File: src/rtl/jk_bank_ctrl.sv
// Command-driven J/K excitation controller for an external JK flip-flop bank.
// Tracks the expected bank value and raises a sticky flag on any mismatch.
module jk_bank_ctrl #(
  parameter int W = 4
) (
  input  logic         clk,
  input  logic         rst,
  input  logic         cmd_valid,
  output logic         cmd_ready,
  input  logic [1:0]   cmd_op,
  input  logic [W-1:0] cmd_data,
  input  logic [7:0]   cmd_len,
  input  logic [W-1:0] q_in,
  output logic [W-1:0] j,
  output logic [W-1:0] k,
  output logic [W-1:0] exp_q,
  output logic         busy,
  output logic         done,
  output logic         err
);

  typedef enum logic [1:0] {
    S_IDLE,
    S_STEP,
    S_CHECK
  } state_t;

  localparam logic [1:0] OP_LOAD = 2'b00;
  localparam logic [1:0] OP_UP   = 2'b01;
  localparam logic [1:0] OP_DOWN = 2'b10;
  localparam logic [1:0] OP_TOG  = 2'b11;

  state_t       r_state;
  state_t       w_next;
  logic [1:0]   r_op;
  logic [W-1:0] r_data;
  logic [7:0]   r_rem;
  logic [W-1:0] r_exp;
  logic         r_err;
  logic [W-1:0] w_t;
  logic [W-1:0] w_j;
  logic [W-1:0] w_k;

  // Target is always derived from the tracked value, never from q_in.
  always_comb begin
    w_t = r_exp;
    unique case (r_op)
      OP_LOAD: w_t = r_data;
      OP_UP:   w_t = r_exp + 1'b1;
      OP_DOWN: w_t = r_exp - 1'b1;
      OP_TOG:  w_t = r_exp ^ r_data;
      default: w_t = r_exp;
    endcase
  end

  always_comb begin
    w_next = r_state;
    w_j    = '0;
    w_k    = '0;
    unique case (r_state)
      S_IDLE: begin
        if (cmd_valid) begin
          if (cmd_op == OP_LOAD || cmd_len != 8'd0)
            w_next = S_STEP;
          else
            w_next = S_CHECK;
        end
      end
      S_STEP: begin
        if (r_op == OP_TOG) begin
          w_j = r_data;
          w_k = r_data;
        end else begin
          w_j = ~q_in & w_t;
          w_k = q_in & ~w_t;
        end
        if (r_rem == 8'd1)
          w_next = S_CHECK;
      end
      S_CHECK: w_next = S_IDLE;
      default: w_next = S_IDLE;
    endcase
  end

  always_ff @(posedge clk or posedge rst) begin
    if (rst) begin
      r_state <= S_IDLE;
      r_op    <= OP_LOAD;
      r_data  <= '0;
      r_rem   <= 8'd0;
      r_exp   <= '0;
      r_err   <= 1'b0;
    end else begin
      r_state <= w_next;
      if (r_state == S_IDLE && cmd_valid) begin
        r_op   <= cmd_op;
        r_data <= cmd_data;
        r_rem  <= (cmd_op == OP_LOAD) ? 8'd1 : cmd_len;
      end
      if (r_state == S_STEP) begin
        r_exp <= w_t;
        r_rem <= r_rem - 8'd1;
      end
      if (r_state != S_IDLE && q_in != r_exp)
        r_err <= 1'b1;
    end
  end

  assign cmd_ready = (r_state == S_IDLE);
  assign busy      = (r_state != S_IDLE);
  assign done      = (r_state == S_CHECK);
  assign j         = w_j;
  assign k         = w_k;
  assign exp_q     = r_exp;
  assign err       = r_err;

endmodule

File: config.mk
export PLATFORM = sky130hd
export DESIGN_NAME = jk_bank_ctrl
export DESIGN_NICKNAME = d
export VERILOG_FILES = /design/src/rtl/jk_bank_ctrl.sv
export SDC_FILE = /design/constraint.sdc
export NUM_CORES = 1
export LEC_CHECK = 0
export ABC_AREA = 1
export CAP_MARGIN = 0
export CORE_AREA = 4 4 65 67
export DETAILED_ROUTE_END_ITERATION = 7
export DIE_AREA = 0 0 69 71
export GPL_ROUTABILITY_DRIVEN = 0
export PLACE_DENSITY = 0.7
export SLEW_MARGIN = 20
export SYNTH_ARGS = -nofsm -noshare
export SYNTH_HDL_FRONTEND = slang
export SYNTH_SLANG_ARGS = --single-unit
File: constraint.sdc
create_clock -name clk -period 5.1 [get_ports clk]
set_input_delay 1.53 -clock clk [delete_from_list [all_inputs] [get_ports clk]]
set_output_delay 1.53 -clock clk [all_outputs]
set_load 0.01 [all_outputs]
==> results.toml <==
[critical_path]
start_kind = "input pin"
cp.arrival_ps = 2950
cp_max_fo = 2
critPathCaptureType = "output port"
criticalPathCategory = "in2out"
required_ps = 3570
r2r_cells = 11

[power_and_ir_drop]
vdd.ir_drop.worst_mv = 0.234
p_leak_nw = 0.890
power.density_mw_per_mm2 = 653

[logic_synthesis]
synth-async-reset-ratio = 1.00
mappedNetlistArea_mm2 = 0.00157
synth_cells = 206
ys.warnings.count = 0
synth_edf_count = 0
syn-num-nets = 235
ys_seq_area_frac = 0.335
post_synth_num_cell_types = 34
dominantRegCellSynth = "dfrtp_1"
syn_area_per_cell_um2 = 7.61
synth-seq-cells = 21

[detailed_routing]
vias = 1417
ant_nets = 0
vias_per_cell = 4.89
dr.pass1.iters = 4
drt_iter0_drc = 57
drc = 0
post_drt_wl_per_cell_um = 11.8
drt_wl_total_um = 3430

[timing]
period_minus_slack_ps = 4480
setup_violations = 0
hold_violations = 0
worst_pin_slew_ps = 776
rsz0062_at_grt = "false"
slew_viol_final = 0
slew_headroom = 0.482
max_freq_mhz = 223
fin_setup_tns_ps = 0
setup_slack_ps = 625
min_period_over_period = 0.878
finalClockSkew_ps = 4.04

[final_layout]
num_antenna_cells = 0
syn_to_final_growth_pct = 27.6
instances_no_fill = 290
fillers = 373
drive_above_1_share = 0.112
finalNetCount = 272
fin_area_mm2 = 0.00200
post-route-util = 0.551

[grt]
grt_first_pass_wirelength_um = 5790
overflow = 0
grt_pass1_vias = 1299
met3_usage = 0.0284
busiest_layer = "met2"
antenna_found_initial = 0
use_met1 = 0.181
grt_max_degree = 22
grt_use_total = 0.144
met2_usage = 0.239

[placement]
pre_cts_slack_ps = 615
dp_hpwl_um = 2760
placed_area_mm2 = 0.00196
portBuffers = 36
place_inst = 286

[cts]
path_clk_slew_ps = 70
post_cts_buffers = 0
cts-buffers-inserted = 3
cts_root_buffer = "clkbuf_8"
clock_sinks = 21
holdBufCountCts = 0
clk_latency_ps = 260
cts_resized = 0
cts_tree = "yes"
htree_levels = 1
clockBufferDepth = 2

[floorplanning]
die_w_um = 69
num_rows = 22
pin_count = 37
dieHeight_um = 71
die_area_mm2 = 0.00490
fp.coreArea_mm2 = 0.00363
start_util = 0.431

[min_path]
hp-class = "reg2reg"
min_path_cells = 1

[run]
drv_cap = 0

[status]
status = "finished clean"
-- placed cells by master, fill, tap and decap left out, types with 2 or more instances in the layout --
master	instances
xnor2_1	6
dfrtp_1	21
nand3b_1	4
ha_1	8
clkbuf_8	3
xor2_1	3
o221ai_2	2
nand3_2	2
inv_1	27
nor3_1	2
nand3_1	8
nor2_1	11
o21ai_1	11
clkdlybuf4s50_1	36
o21ai_0	16
nor2_2	2
a21oi_2	2
nor2_4	3
nand2_2	3
nand2_1	37
inv_2	8
nand4_1	3
o211ai_1	3
a21oi_1	10
-- power breakdown --
group          switching (mW)  internal (mW)  leakage, nW  total (mW)
Combinational           0.484          0.389        0.614       0.872
Clock                  0.0509         0.0556       0.0228       0.106
Sequential             0.0809          0.247        0.253       0.328
-- worst max-delay path, cell delays in order --
cell and delay, ps:
clkdlybuf4s50_1 490, inv_1 50, or2_1 230, a21oi_2 110
clkdlybuf4s50_1 540
-- registers in the layout (all words and copies together), names as in the netlist --
name	count
r_rem	8
r_op	2
r_data	4
r_state	2
err	1
exp_q	4
-- cell families after synthesis --
group / share of synthesized area
AND/OR/NAND/NOR: 0.247
XOR/XNOR: 0.0503
adder cells (fa/ha/maj): 0.0638
AO/OA/AOI/OAI: 0.196
flip-flops: 0.335
buffers and inverters: 0.107
-- layout make-up --
type	instances	area [um^2]	share of cell area
Clock buffer	4	45.0	0.0225
Inverter	36	135	0.0675
Multi-Input combinational cell	145	875	0.437
Sequential cell	21	526	0.263
Tap cell	48	60.1	0.0300
Timing Repair Buffer	36	360	0.180
-- cells in the mapped netlist, types with 2 or more instances --
| cell | number | area share |
|---|---|---|
| nor2_4 | 3 | 0.022 |
| ha_1 | 8 | 0.064 |
| xnor2_1 | 6 | 0.034 |
| inv_2 | 8 | 0.019 |
| nor2_1 | 11 | 0.026 |
| nor2_2 | 2 | 0.0080 |
| nor3_1 | 2 | 0.0064 |
| dfrtp_1 | 21 | 0.34 |
| nand3b_1 | 4 | 0.019 |
| o21ai_1 | 11 | 0.035 |
| o211ai_1 | 3 | 0.014 |
| buf_6 | 2 | 0.014 |
| nand2_2 | 3 | 0.012 |
| a21oi_1 | 10 | 0.032 |
| nand2_1 | 37 | 0.089 |
| nand3_2 | 2 | 0.013 |
| buf_2 | 2 | 0.0064 |
| xor2_1 | 3 | 0.017 |
| inv_1 | 27 | 0.065 |
| o21ai_0 | 16 | 0.051 |
| nand4_1 | 3 | 0.012 |
| o221ai_2 | 2 | 0.019 |
| a21oi_2 | 2 | 0.011 |
| nand3_1 | 8 | 0.026 |
-- per-stage QoR --
stage | power, mW | hold WS [ps]
3_5_place_dp | 1.21 | 445
5_1_grt | 1.44 | 486
3_3_place_gp | 1.20 | 441
4_1_cts | 1.32 | 467
2_1_floorplan | 0.944 | 493
6_report | 1.31 | 462
-- routing by layer --
metal / wire, um / up-vias
met5: 0 / -
met4: 39 / 0
met3: 173 / 4
met2: 1630 / 40
met1: 1580 / 627
li1: - / 746
-- path summary, 6_finish.rpt --
path / from / slack (ps) / endpoint
worst min register to register: err$_DFFE_PP0P_ / 460 / err$_DFFE_PP0P_
max in group asynchronous: rst / 2890 / r_rem[2]$_DFFE_PP0P_
worst max register to register: r_op[0]$_DFFE_PP0P_ / 3120 / exp_q[2]$_DFFE_PP0P_
worst max-delay path: q_in[1] / 620 / k[1]
min in group asynchronous: rst / 1730 / r_state[0]$_DFFE_PP0P_
worst min-delay path: err$_DFFE_PP0P_ / 460 / err$_DFFE_PP0P_
No activity file was read; power rests on OpenSTA's default activity.
